[config.mk]
export PLATFORM = sky130hd
export DESIGN_NAME = axi_lite_xbar_router
export DESIGN_NICKNAME = d
export VERILOG_FILES = /design/src/rtl/axi_lite_xbar_router.sv
export SDC_FILE = /design/constraint.sdc
export NUM_CORES = 1
export LEC_CHECK = 0
export BUFFER_PORTS_ARGS = -buffer_cell sky130_fd_sc_hd__buf_2
export CORE_AREA = 2 2 145 147
export DETAILED_ROUTE_END_ITERATION = 6
export DIE_AREA = 0 0 147 149
export GPL_TIMING_DRIVEN = 0
export PLACE_DENSITY = 0.47
export SYNTH_ARGS = -nofsm -noshare
export SYNTH_HDL_FRONTEND = slang
export SYNTH_SLANG_ARGS = --single-unit
[constraint.sdc]
create_clock -name clock -period 4.1 [get_ports clock]
set_clock_uncertainty 0.2 [all_clocks]
set_input_delay 0.82 -clock clock [delete_from_list [all_inputs] [get_ports clock]]
set_output_delay 0.82 -clock clock [all_outputs]
set_load 0.01 [all_outputs]
[src/rtl/axi_lite_xbar_router.sv]
// axi_lite_xbar_router
//   Single-master to NUM_SLAVES AXI4-Lite router. Presents the pending request
//   address to an external combinational decoder, latches the returned
//   one-hot route, and forwards exactly one transaction at a time to the
//   selected slave. The slave's response is returned to the master.
//   Addresses that the decoder flags as unmapped are answered locally with
//   DECERR.
//
// Ports
//   clock, reset         : system clock, synchronous active-high reset
//   dec_addr             : address presented to the decoder
//   dec_sel, dec_err     : one-hot slave select and no-match flag from the decoder
//   m_ar*, m_r*          : master read address and read data channels
//   m_aw*, m_w*, m_b*    : master write address, write data and write response channels
//   s_ar*, s_r*          : per-slave read channels; slave i owns slice i of each packed bus
//   s_aw*, s_w*, s_b*    : per-slave write channels; address, data and strobe are broadcast
module axi_lite_xbar_router #(
  parameter int ADDR_WIDTH = 32,
  parameter int DATA_WIDTH = 32,
  parameter int NUM_SLAVES = 2
) (
  input  logic                           clock,
  input  logic                           reset,
  output logic [ADDR_WIDTH-1:0]          dec_addr,
  input  logic [NUM_SLAVES-1:0]          dec_sel,
  input  logic                           dec_err,
  input  logic                           m_arvalid,
  output logic                           m_arready,
  input  logic [ADDR_WIDTH-1:0]          m_araddr,
  output logic                           m_rvalid,
  input  logic                           m_rready,
  output logic [DATA_WIDTH-1:0]          m_rdata,
  output logic [1:0]                     m_rresp,
  input  logic                           m_awvalid,
  output logic                           m_awready,
  input  logic [ADDR_WIDTH-1:0]          m_awaddr,
  input  logic                           m_wvalid,
  output logic                           m_wready,
  input  logic [DATA_WIDTH-1:0]          m_wdata,
  input  logic [DATA_WIDTH/8-1:0]        m_wstrb,
  output logic                           m_bvalid,
  input  logic                           m_bready,
  output logic [1:0]                     m_bresp,
  output logic [NUM_SLAVES-1:0]          s_arvalid,
  input  logic [NUM_SLAVES-1:0]          s_arready,
  output logic [ADDR_WIDTH-1:0]          s_araddr,
  input  logic [NUM_SLAVES-1:0]          s_rvalid,
  output logic [NUM_SLAVES-1:0]          s_rready,
  input  logic [NUM_SLAVES*DATA_WIDTH-1:0] s_rdata,
  input  logic [NUM_SLAVES*2-1:0]        s_rresp,
  output logic [NUM_SLAVES-1:0]          s_awvalid,
  input  logic [NUM_SLAVES-1:0]          s_awready,
  output logic [ADDR_WIDTH-1:0]          s_awaddr,
  output logic [NUM_SLAVES-1:0]          s_wvalid,
  input  logic [NUM_SLAVES-1:0]          s_wready,
  output logic [DATA_WIDTH-1:0]          s_wdata,
  output logic [DATA_WIDTH/8-1:0]        s_wstrb,
  input  logic [NUM_SLAVES-1:0]          s_bvalid,
  output logic [NUM_SLAVES-1:0]          s_bready,
  input  logic [NUM_SLAVES*2-1:0]        s_bresp
);

  localparam int STRB_WIDTH = DATA_WIDTH / 8;

  typedef enum logic [2:0] {
    IDLE, RD_REQ, RD_RESP, RD_ERR, WR_REQ, WR_RESP, WR_ERR
  } state_t;

  state_t                  state;
  logic [ADDR_WIDTH-1:0]   addr_q;
  logic [DATA_WIDTH-1:0]   wdata_q;
  logic [STRB_WIDTH-1:0]   wstrb_q;
  logic [NUM_SLAVES-1:0]   sel_q;
  logic                    err_q;
  logic                    aw_done;
  logic                    w_done;

  // Handshake inputs and response payload of the latched slave.
  logic                    sel_arready;
  logic                    sel_rvalid;
  logic [DATA_WIDTH-1:0]   sel_rdata;
  logic [1:0]              sel_rresp;
  logic                    sel_awready;
  logic                    sel_wready;
  logic                    sel_bvalid;
  logic [1:0]              sel_bresp;
  logic                    aw_fire;
  logic                    w_fire;

  always_comb begin
    sel_arready = 1'b0;
    sel_rvalid  = 1'b0;
    sel_rdata   = '0;
    sel_rresp   = '0;
    sel_awready = 1'b0;
    sel_wready  = 1'b0;
    sel_bvalid  = 1'b0;
    sel_bresp   = '0;
    for (int i = 0; i < NUM_SLAVES; i++) begin
      if (sel_q[i]) begin
        sel_arready = s_arready[i];
        sel_rvalid  = s_rvalid[i];
        sel_rdata   = s_rdata[i*DATA_WIDTH +: DATA_WIDTH];
        sel_rresp   = s_rresp[i*2 +: 2];
        sel_awready = s_awready[i];
        sel_wready  = s_wready[i];
        sel_bvalid  = s_bvalid[i];
        sel_bresp   = s_bresp[i*2 +: 2];
      end
    end
  end

  assign aw_fire = (state == WR_REQ) && !aw_done && sel_awready;
  assign w_fire  = (state == WR_REQ) && !w_done  && sel_wready;

  // While idle the decoder sees the request about to be accepted (read wins).
  assign dec_addr = (state == IDLE) ? (m_arvalid ? m_araddr : m_awaddr) : addr_q;
  assign s_araddr = addr_q;
  assign s_awaddr = addr_q;
  assign s_wdata  = wdata_q;
  assign s_wstrb  = wstrb_q;

  always_comb begin
    m_arready = 1'b0;
    m_awready = 1'b0;
    m_wready  = 1'b0;
    m_rvalid  = 1'b0;
    m_rdata   = '0;
    m_rresp   = '0;
    m_bvalid  = 1'b0;
    m_bresp   = '0;
    s_arvalid = '0;
    s_rready  = '0;
    s_awvalid = '0;
    s_wvalid  = '0;
    s_bready  = '0;
    case (state)
      IDLE: begin
        // Readies are held low while reset is asserted so no handshake is
        // visible to the master for a request the router will discard.
        if (!reset) begin
          m_arready = m_arvalid;
          m_awready = !m_arvalid && m_awvalid && m_wvalid;
          m_wready  = !m_arvalid && m_awvalid && m_wvalid;
        end
      end
      RD_REQ:  s_arvalid = sel_q;
      RD_RESP: begin
        m_rvalid = sel_rvalid;
        if (sel_rvalid) begin
          m_rdata = sel_rdata;
          m_rresp = sel_rresp;
        end
        s_rready = m_rready ? sel_q : '0;
      end
      // err_q is only set on the way into the error states, so it forms the
      // DECERR code directly.
      RD_ERR: begin
        m_rvalid = 1'b1;
        m_rresp  = {2{err_q}};
      end
      WR_REQ: begin
        s_awvalid = aw_done ? '0 : sel_q;
        s_wvalid  = w_done  ? '0 : sel_q;
      end
      WR_RESP: begin
        m_bvalid = sel_bvalid;
        if (sel_bvalid) m_bresp = sel_bresp;
        s_bready = m_bready ? sel_q : '0;
      end
      WR_ERR: begin
        m_bvalid = 1'b1;
        m_bresp  = {2{err_q}};
      end
      default: ;
    endcase
  end

  always_ff @(posedge clock) begin
    if (reset) begin
      state   <= IDLE;
      addr_q  <= '0;
      wdata_q <= '0;
      wstrb_q <= '0;
      sel_q   <= '0;
      err_q   <= 1'b0;
      aw_done <= 1'b0;
      w_done  <= 1'b0;
    end else begin
      case (state)
        IDLE: begin
          if (m_arvalid) begin
            addr_q <= m_araddr;
            sel_q  <= dec_sel;
            err_q  <= dec_err;
            state  <= dec_err ? RD_ERR : RD_REQ;
          end else if (m_awvalid && m_wvalid) begin
            addr_q  <= m_awaddr;
            wdata_q <= m_wdata;
            wstrb_q <= m_wstrb;
            sel_q   <= dec_sel;
            err_q   <= dec_err;
            state   <= dec_err ? WR_ERR : WR_REQ;
          end
        end
        RD_REQ:  if (sel_arready) state <= RD_RESP;
        RD_RESP: if (sel_rvalid && m_rready) state <= IDLE;
        RD_ERR:  if (m_rready) state <= IDLE;
        WR_REQ: begin
          // Sticky per-channel completion; both may finish in the same cycle.
          if ((aw_done || aw_fire) && (w_done || w_fire)) begin
            aw_done <= 1'b0;
            w_done  <= 1'b0;
            state   <= WR_RESP;
          end else begin
            aw_done <= aw_done || aw_fire;
            w_done  <= w_done || w_fire;
          end
        end
        WR_RESP: if (sel_bvalid && m_bready) state <= IDLE;
        WR_ERR:  if (m_bready) state <= IDLE;
        default: state <= IDLE;
      endcase
    end
  end

endmodule

======== After elaboration in Yosys (flattened, before gate mapping) ========
Index checks and enable logic that the tools add are counted.
operators by class
  shift-type cells ........................ 0
  add/sub/neg operators ................... 0
  muxes and demuxes ....................... 58
  reductions and logical operators ........ 20
  $lt $le $gt $ge ......................... 0
  divide/modulo/power cells ............... 0
  bitwise gates (word level) .............. 1
  equality and inequality tests ........... 13
  multiply operators ...................... 0
operator list
  cell                                           count
  two-way mux 32 bit                             8
  two-way mux 2 bit                              19
  two-way mux 3 bit                              8
  one-hot mux 3 bit (7 select lines)             1
  two-way mux 1 bit                              18
  logical AND 1 bit                              10
  != test 2 bit, second input constant           5
  == test 3 bit, second input constant           3
  one-hot mux 2 bit (2 select lines)             2
  AND reduction 7 bit                            1
  == test 3 x 2 -> 1 bit, second input constant  2
  one-hot mux 1 bit (2 select lines)             2
  == test 3 x 1 -> 1 bit, second input constant  1
  zero test 1 bit                                3
  zero test 3 bit                                1
  != test 3 x 2 -> 1 bit, second input constant  1
  AND reduction 3 bit                            1
  logical OR 1 bit                               2
  != test 2 x 1 -> 1 bit, second input constant  1
  AND reduction 2 bit                            1
  nonzero test 2 bit                             1
  NOT 1 bit                                      1
word-level totals
  memory bits (read-only) ................. 0
  RAM bits ................................ 0
  bits in latches ......................... 0
  register bits ........................... 76
  logic and storage cells ................. 100
  memories ................................ 0
  input port bits ......................... 192

======== Depth between registers and ports, before layout ========
Gate-level depths: netlist (run 1).
  word-level depth ........................ 7
  gate-level depth with buffers ........... 7
  mapped depth without buffers ............ 5

======== Worst setup path after synthesis (run 1) ========
No wires, ideal clock.
  path kind ............................... input-to-output
  start point ............................. in m_arvalid
  end point ............................... out m_wready
  cell stages on the path ................. 5
  slack ................................... 1,112 ps
  path buffers ............................ 3
  arrival time ............................ 1,968 ps
  data required time ...................... 3,080 ps
  cell sequence ........................... buf_2 -> nand4b_1 -> clkbuf_1 -> nor2_1 -> buf_4
between the ends
  longest elaborated chain between the ends .. 5
ends and longest elaborated chain
  element                          line  RTL
  start: declaration               27    input logic m_arvalid,
  zero test 1 bit                  -
  logical AND 1 bit (2 in series)  -
  two-way mux 1 bit (2 in series)  -
  end: declaration                 38    output logic m_wready,
Every way passes these cells.

======== Worst setup path in the final report (run 1) ========
  start point ............................. reg state[0]
  end point ............................... out m_wready
between the ends
  longest elaborated chain between the ends .. 2
ends and longest elaborated chain
  element                   line  RTL
  start: declaration        69    state_t state;
  start signal: assignment  196   state <= dec_err ? RD_ERR : RD_REQ;
  start signal: assignment  203   state <= dec_err ? WR_ERR : WR_REQ;
  zero test 3 bit           137   case (state)
  two-way mux 1 bit         137
Every way passes these cells.

==> flow_summary.yaml, run 1 <==
status:
  status: "finished, final reports clean"
synthesis:
  syn_nets: 779
  synth_commonest_cells: "nor2_1 (115), nand2_1 (81), dfxtp_1 (76), a21oi_1 (72), a22oi_1 (37)"
  yosys.area.top_type: "dfxtp_1"
  ys_seq_area_share_pct: 34.66
  syn_inst: 587
  yosys-top-cells-area: "dfxtp_1 (35%), nor2_1 (9.8%), a21oi_1 (8.2%)"
  synth_area_per_cell_um2: 7.477
  ys_ff_latch: 76
  synth_edf_count: 0
  synthesis.area_um2: 4389
  yosys.cell_types.count: 43
  synth-async-reset-ratio_pct: 0
  synth_top_area_share_pct: 34.66
  ys_warn_count: 0
  synthFlopType: "dfxtp_1"
  synth_most_common_cell: "nor2_1"
placement:
  dp_hpwl_mm: 17.48
  place_area_um2: 6600
  portBuffers: 373
  pre_cts_ws_ps: 588.8
  gp_congestion: 0.8227
layout:
  diodes: 0
  layout.nets: 1163
  final_area_um2: 6903
  area_growth_syn_to_layout_pct: 57.27
  drive_gt1_share_pct: 46.31
  fillers: 2288
global_route:
  grt_pass1_vias: 5339
  antenna_found_initial: 2
  grt_max_degree: 14
  gr-usage-all-layers_pct: 18.31
  grt_pass1_wl_mm: 30.81
  grt_overflow_total: 0
power:
  power_mw: 4.330
  ir_worst_vdd_uv: 217.8
  powerDensity_nw_per_um2: 627.3
  p_leak_nw: 3.506
timing:
  drv_slew: 0
  setup_ws_ps: 576.1
  finalHoldViolations: 0
  timing.setup.tns_ps: 0
  fin_hold_ws_ps: 252.2
  finalCritPeriodShare_pct: 85.95
  rsz0062_at_grt: "no"
  worstMarginPinSlew_ps: 663.9
  slew_headroom_pct: 55.74
  setup_violations: 0
  fmax_ghz: 0.2838
  fin_crit_ps: 3524
floorplan:
  rows: 53
  start_util_pct: 21.35
  die_w_um: 147
  num_io_pins: 375
  die_area_um2: 21900
  die_h_um: 149
  core_area_um2: 20560
clock_tree:
  numCtsBuffers: 9
  clock_latency_ps: 340
  root_buffer: "clkbuf_16"
  clk_pin_slew_ps: 60
  cts_tree: "built"
  cts_resized: 0
  cts_sinks: 76
  ctsHoldBuffers: 0
  cts_max_level: 3
  cts_max_path_buffers: 2
  post_cts.repair.setup_buffers: 0
drt:
  wl_mm: 21.20
  viasPerCell: 4.409
  num_vias: 5516
  drc: 0
  drtAntennaViolNets: 0
  drtIter0Drc: 196
  drtPass1Iterations: 4
  drt-wirelength-per-cell_um: 16.95
critical_path:
  crit_arrival_ps: 2500
  critPathCaptureType: "output port"
  path_class: "flip-flop to output port"
  required_ps: 3080
  reg2reg_setup_slack_ps: 1800
  crit_path_max_fanout: 10
  start_kind: "flip-flop"
worst_hold_path:
  min_path_type: "flip-flop to flip-flop"
flow_run:
  cap_violations: 0
## cell usage in the layout, fill, tap and decap left out, drive strengths merged, types with 6 or more instances in the layout
master    n
a211oi   33
a21oi    72
a22oi    37
buf     434
clkbuf   33
dfxtp    76
mux2i    35
nand2    81
nor2    115
o21ai     6
## sequential cells by signal, indices dropped and copies added, names as in the netlist
register / flops
w_done: 1
sel_q: 2
state: 3
s_wdata: 32
aw_done: 1
s_araddr: 32
err_q: 1
s_wstrb: 4
## metrics by stage
| step | instances | util (%) |
|---|---|---|
| finish | 1251 | 33.58 |
| global route | 1251 | 33.58 |
| CTS | 1251 | 33.58 |
| detailed placement | 1235 | 32.11 |
| global placement | 1235 | 32.11 |
| floorplan | 587 | - |
## critical path: stages, from the launching register on
cell and delay [ps]:
dfxtp_1 290, buf_4 170, nor3_2 400, nand4b_1 500
clkbuf_1 380, nor2_1 180, buf_4 120, buf_2 110
## power by group
| group | total [mW] | switching [mW] | internal [mW] |
|---|---|---|---|
| registers | 1.09 | 0.184 | 0.909 |
| clock network | 0.808 | 0.321 | 0.487 |
| logic | 2.43 | 1.42 | 1.01 |
| total | 4.33 | 1.92 | 2.41 |
## metal layers
metal  global-route usage (%)  vias to the layer above  part of all wire (%)
li1                         -                     2785                     -
met1                    20.62                     2476                    40
met2                    34.27                      238                    52
met3                    4.709                       15                   6.6
met4                    4.952                        2                   1.7
met5                        0                        -                 0.080
## cell type report
cell class	count	area, µm²	share of cell area (%)
plain buffers	84	476.7	6.906
clock buffers	10	239.0	3.462
clock inverters	6	63.81	0.9244
inverters	3	11.26	0.1631
multi-input cells	424	2380	34.48
flip-flops and latches	76	1521	22.04
well taps	275	344.1	4.985
repair buffers	373	1867	27.04
## logic make-up (layout without fill, tap and decap cells)
| group | Yosys count | count (layout) | synth area share, % |
|---|---|---|---|
| AO/OA/AOI/OAI | 166 | 166 | 24.49 |
| XOR/XNOR | 1 | 1 | 0.1996 |
| buffers and inverters | 87 | 476 | 11.12 |
| flip-flops | 76 | 76 | 34.66 |
| multiplexers | 35 | 35 | 7.982 |
| AND/OR/NAND/NOR | 222 | 222 | 21.55 |
## worst paths after layout
kind / end / from / cells after the start
hold / removal: s_wdata[18] / s_wdata[18] / 2
setup / recovery: m_wready / state[0] / 7
setup reg to reg: s_wdata[30] / state[0] / 6
hold reg to reg: s_wdata[18] / s_wdata[18] / 2
Power figures use the tool's default switching activity.
==> run 2: changes to the inputs <==
--- a/config.mk
+++ b/config.mk
@@ -9,7 +9,6 @@
 export CORE_AREA = 2 2 145 147
 export DETAILED_ROUTE_END_ITERATION = 6
 export DIE_AREA = 0 0 147 149
-export GPL_TIMING_DRIVEN = 0
 export PLACE_DENSITY = 0.47
 export SYNTH_ARGS = -nofsm -noshare
 export SYNTH_HDL_FRONTEND = slang
==> flow_summary.yaml, run 2 (same netlist as run 1, synthesis figures left out) <==
layout:
  layout.nets: 1092
  layout_commonest_cell: "buf_2"
  post_layout_nonfiller_instances: 1180
  drive_gt1_share_pct: 45.41
  area_growth_syn_to_layout_pct: 50.66
  fillers: 2297
  final_cell_mix: "buf_2 (374), nor2_1 (115), nand2_1 (81)"
  area.sequential_um2: 1523
  utilization_pct: 32.17
  diodes: 0
  multi_input_area_um2: 2399
flow_run:
  cap_violations: 0
drt:
  viasPerCell: 4.455
  wl_mm: 18.73
  drtPass1Iterations: 6
  drt-wirelength-per-cell_um: 15.87
  drc: 0
  num_vias: 5257
  drtIter0Drc: 167
  drtAntennaViolNets: 0
floorplan:
  die_h_um: 149
  core_area_um2: 20560
  rows: 53
  die_area_um2: 21900
  num_io_pins: 375
  die_w_um: 147
  start_util_pct: 21.35
global_route:
  gr-usage-all-layers_pct: 16.22
  grt_overflow_total: 0
  grt_max_degree: 70
  use_met2_pct: 30.82
  met3_usage_pct: 3.823
  use_met1_pct: 17.72
  grt_busiest_layer: "met2"
  antenna_found_initial: 1
  grt_pass1_vias: 4820
  grt_pass1_wl_mm: 27.50
critical_path:
  crit_path_max_fanout: 25
  crit_arrival_ps: 2250
  path_class: "primary input to output port"
  cp_slowest_cell: "buf_2"
  reg2reg_depth: 6
  critPathCaptureType: "output port"
  reg2reg_setup_slack_ps: 1700
  crit_chain: "buf_2, buf_4, mux2i_1, a21oi_1, buf_2"
  start_kind: "primary input"
  required_ps: 3080
  crit_top_cell: "buf_2"
  slowest_delay_ps: 590
timing:
  timing.setup.tns_ps: 0
  setup_violations: 0
  fin_crit_ps: 3266
  rsz0062_at_grt: "no"
  fmax_ghz: 0.3062
  finalCritPeriodShare_pct: 79.66
  slew_headroom_pct: 45.79
  finalHoldViolations: 0
  worstMarginPinSlew_ps: 812.0
  drv_slew: 0
power:
  p_leak_nw: 3.299
  powerDensity_nw_per_um2: 632.7
  ir_worst_vdd_uv: 288.0
status:
  status: "finished, final reports clean"
clock_tree:
  cts_resized: 0
  numCtsBuffers: 9
  cts_max_level: 3
  clock_latency_ps: 330
  post_cts.repair.setup_buffers: 0
  cts_max_path_buffers: 2
  cts_sinks: 76
  cts_tree: "built"
  clk_pin_slew_ps: 60
  ctsHoldBuffers: 0
  root_buffer: "clkbuf_16"
placement:
  dp_cells: 1164
  portBuffers: 374
  dp_hpwl_mm: 14.72
  gp_congestion: 0.8408
worst_hold_path:
  hold_path_depth: 2
  min_path_type: "flip-flop to flip-flop"
## run 2: cell count changes in the layout (fill, tap and decap cells not counted), sizes merged
cell,previous run,this run
inv,3,4
clkinvlp,2,1
bufinv,1,3
buf,434,386
clkbuf,33,9
clkinv,3,2
## run 2: report_power, final
part / internal (mW) / total [mW] / switching (mW) / leakage (nW)
Sequential: 0.909 / 1.13 / 0.220 / 0.623
Combinational: 0.873 / 2.12 / 1.25 / 2.51
Clock: 0.599 / 0.932 / 0.333 / 0.166
## run 2: layer usage
metal  vias up  routed length (µm)
met3        17                1248
met4         2                 399
met1      2361                7283
met2       238                9777
met5         -                  17
li1       2639                   -
## run 2: layout make-up
type	count	area share, %
Multi-Input combinational cell	424	36.27
Timing Repair Buffer	386	30.05
Sequential cell	76	23.03
Tap cell	275	5.203
Clock buffer	9	3.406
Clock inverter	7	1.873
Inverter	3	0.1703
## run 2: through the flow
| step | cell area [µm²] | worst slack [ps] | hold WS (ps) | power, mW |
|---|---|---|---|---|
| finish | 6613 | 834.0 | 248.8 | 4.184 |
| global placement | 6264 | 828.2 | 240.6 | 3.303 |
| global route | 6613 | 667.9 | 265.6 | 4.489 |
| detailed placement | 6264 | 826.2 | 243.1 | 3.294 |
| floorplan | 4389 | 1112 | 280.5 | 2.538 |
| CTS | 6613 | 825.8 | 251.2 | 4.255 |
## run 2: worst max-delay path, delay by kind of cell
kind                   cells  cell delay [ps]
buffers and inverters      3             1050
AOI/OAI and AO/OA          1              100
muxes                      1              250
## run 2: path summary, 6_finish.rpt
kind,from,to
setup / recovery,m_arvalid,dec_addr[25]
hold / removal,s_wdata[24],s_wdata[24]
setup reg to reg,state[0],s_araddr[13]
hold reg to reg,s_wdata[24],s_wdata[24]
==> run 3: changes to the inputs <==
--- a/config.mk
+++ b/config.mk
@@ -5,6 +5,7 @@
 export SDC_FILE = /design/constraint.sdc
 export NUM_CORES = 1
 export LEC_CHECK = 0
+export ABC_AREA = 1
 export BUFFER_PORTS_ARGS = -buffer_cell sky130_fd_sc_hd__buf_2
 export CORE_AREA = 2 2 145 147
 export DETAILED_ROUTE_END_ITERATION = 6
==> constraint.sdc (replaced) <==
create_clock -name clock -period 3.3 [get_ports clock]
set_clock_uncertainty 0.2 [all_clocks]
set_input_delay 0.66 -clock clock [delete_from_list [all_inputs] [get_ports clock]]
set_output_delay 0.66 -clock clock [all_outputs]
set_load 0.01 [all_outputs]
==> flow_summary.yaml, run 3 <==
status:
  status: "finished, final reports clean"
layout:
  post_layout_nonfiller_instances: 1241
  drive_gt1_share_pct: 42.69
  layout.nets: 1152
  final_cell_mix: "buf_2 (374), nor2_1 (165), nand2_1 (95)"
  layout_commonest_cell: "buf_2"
  area_growth_syn_to_layout_pct: 50.80
  utilization_pct: 31.51
  fillers: 2338
floorplan:
  rows: 53
  num_io_pins: 375
  start_util_pct: 20.89
  die_h_um: 149
  die_area_um2: 21900
  core_area_um2: 20560
  die_w_um: 147
clock_tree:
  post_cts.repair.setup_buffers: 0
  root_buffer: "clkbuf_16"
  cts_resized: 0
  clock_latency_ps: 340
  clk_pin_slew_ps: 60
  numCtsBuffers: 9
  cts_max_path_buffers: 2
  cts_max_level: 3
  ctsHoldBuffers: 0
  cts_sinks: 76
  cts_tree: "built"
critical_path:
  crit_path_max_fanout: 34
  crit_path_end: "m_rresp[1]"
  crit_arrival_ps: 2020
  critPathCaptureType: "output port"
  reg2reg_setup_slack_ps: 1110
  r2r-end: "s_araddr[4]"
  r2r-start: "state[2]"
  startpoint: "state[1]"
  reg2reg_depth: 8
  path_class: "flip-flop to output port"
  start_kind: "flip-flop"
  required_ps: 2440
flow_run:
  cap_violations: 0
global_route:
  grt_busiest_layer: "met2"
  grt_max_degree: 65
  use_met2_pct: 28.31
  gr-usage-all-layers_pct: 16.57
  grt_pass1_wl_mm: 28.52
  met3_usage_pct: 4.404
  grt_pass1_vias: 5111
  use_met1_pct: 20.82
  antenna_found_initial: 4
  grt_overflow_total: 0
synthesis:
  muxShareOfSynthArea_pct: 0
  synth-compound-area-share_pct: 25.87
  synth_commonest_cells: "nor2_1 (165), nand2_1 (95), dfxtp_1 (76), a31oi_1 (64), o21ai_0 (41)"
  ys_warn_count: 0
  synth_xor_xnor_area_share_pct: 0
  synthAdderAreaFrac_pct: 0
  synthSimpleGateAreaFrac_pct: 25.58
  synth-async-reset-ratio_pct: 0
  synth_top_family_by_area: "compound AO/OA/AOI/OAI gates"
  synthesis.area_um2: 4295
  yosys-top-cells-area: "dfxtp_1 (35%), nor2_1 (14%), a31oi_1 (9.3%)"
  yosys.area.top_type: "dfxtp_1"
  yosys.cell_types.count: 25
  syn_nets: 839
  synth_top_area_share_pct: 35.42
  ys_ff_latch: 76
  synth_area_per_cell_um2: 6.639
  syn_inst: 647
  synth_edf_count: 0
  synth_most_common_cell: "nor2_1"
  ys_seq_area_share_pct: 35.42
  synthFlopType: "dfxtp_1"
power:
  comb_power_share_pct: 50.7
  p_sw_mw: 2.129
  seqPwrFrac_pct: 27.6
  powerDensity_nw_per_um2: 742.7
  power.share.clock_pct: 21.7
  ir_worst_vdd_uv: 251.6
  p_leak_nw: 3.455
  power_mw: 4.811
  sw_frac_of_total_pct: 44.26
  intPower_mw: 2.682
timing:
  fmax_ghz: 0.3467
  fin_crit_ps: 2885
  setup_ws_ps: 415.5
  drv_slew: 0
  rsz0062_at_grt: "no"
  slew_headroom_pct: 56.89
  timing.setup.tns_ps: 0
  setup_violations: 0
  finalCritPeriodShare_pct: 87.41
  finalHoldViolations: 0
  worstMarginPinSlew_ps: 645.7
placement:
  dp_hpwl_mm: 14.67
  gp_congestion: 0.7744
  portBuffers: 374
  dp_cells: 1224
  pre_cts_ws_ps: 485.5
drt:
  drc: 0
  drtIter0Drc: 268
  num_vias: 5574
  wl_mm: 19.05
  drtPass1Iterations: 5
  drtAntennaViolNets: 0
  drt-wirelength-per-cell_um: 15.35
  viasPerCell: 4.492
worst_hold_path:
  hp-start: "s_wdata[25]"
  min_path_type: "flip-flop to flip-flop"
==> run 3: worst min-delay path by stage <==
stage / endpoint / slack (ps) / depth (start not counted)
3_3_place_gp: s_wdata[10] / 280 / 2
6_report: s_wdata[25] / 290 / 2
3_5_place_dp: s_wdata[27] / 280 / 2
4_1_cts: s_wdata[27] / 300 / 2
5_1_grt: w_done / 320 / 2
2_1_floorplan: aw_done / 270 / 2
==> run 3: logic make-up (layout without fill, tap and decap cells) <==
kind of cell	after synthesis	count (layout)
other	0	1
AND/OR/NAND/NOR	280	280
AO/OA/AOI/OAI	185	185
flip-flops	76	76
buffers and inverters	106	424
==> run 3: through the flow <==
stage,instance area (µm²),hold WS (ps)
final,6477,293.8
after global routing,6477,319.0
after CTS,6475,297.9
after detailed placement,6166,279.6
after global placement,6166,275.1
after floorplan,4295,271.7
==> run 3: final cells by class <==
| cell class | instances | area [µm²] | area share (%) |
|---|---|---|---|
| multi-input combinational | 465 | 2210 | 34.11 |
| clock buffer | 10 | 239.0 | 3.689 |
| antenna | 1 | 2.502 | 0.03863 |
| tap | 275 | 344.1 | 5.312 |
| sequential | 76 | 1521 | 23.49 |
| clock inverter | 6 | 70.07 | 1.082 |
| timing repair buffer | 385 | 2004 | 30.94 |
| inverter | 23 | 86.33 | 1.333 |
==> run 3: metal layers <==
layer	share of wire, %	vias up
li1	-	2796
met1	43	2522
met2	49	243
met3	7.7	13
met4	1.2	0
met5	0	-
==> run 3: power by group through the flow <==
stage          Combinational [mW]  Clock, mW  Sequential, mW
3_3_place_gp                 2.49          0            1.35
2_1_floorplan                1.57          0            1.35
5_1_grt                      2.73       1.12            1.36
3_5_place_dp                 2.47          0            1.35
6_report                     2.44       1.04            1.33
4_1_cts                      2.47       1.09            1.33
==> run 3: critical path, cell delays in order (launching register included) <==
cell	delay (ps)
dfxtp_1	480
nand2_1	110
nor2_1	140
inv_1	90
or2_1	230
buf_4	230
o21ai_0	220
buf_2	170
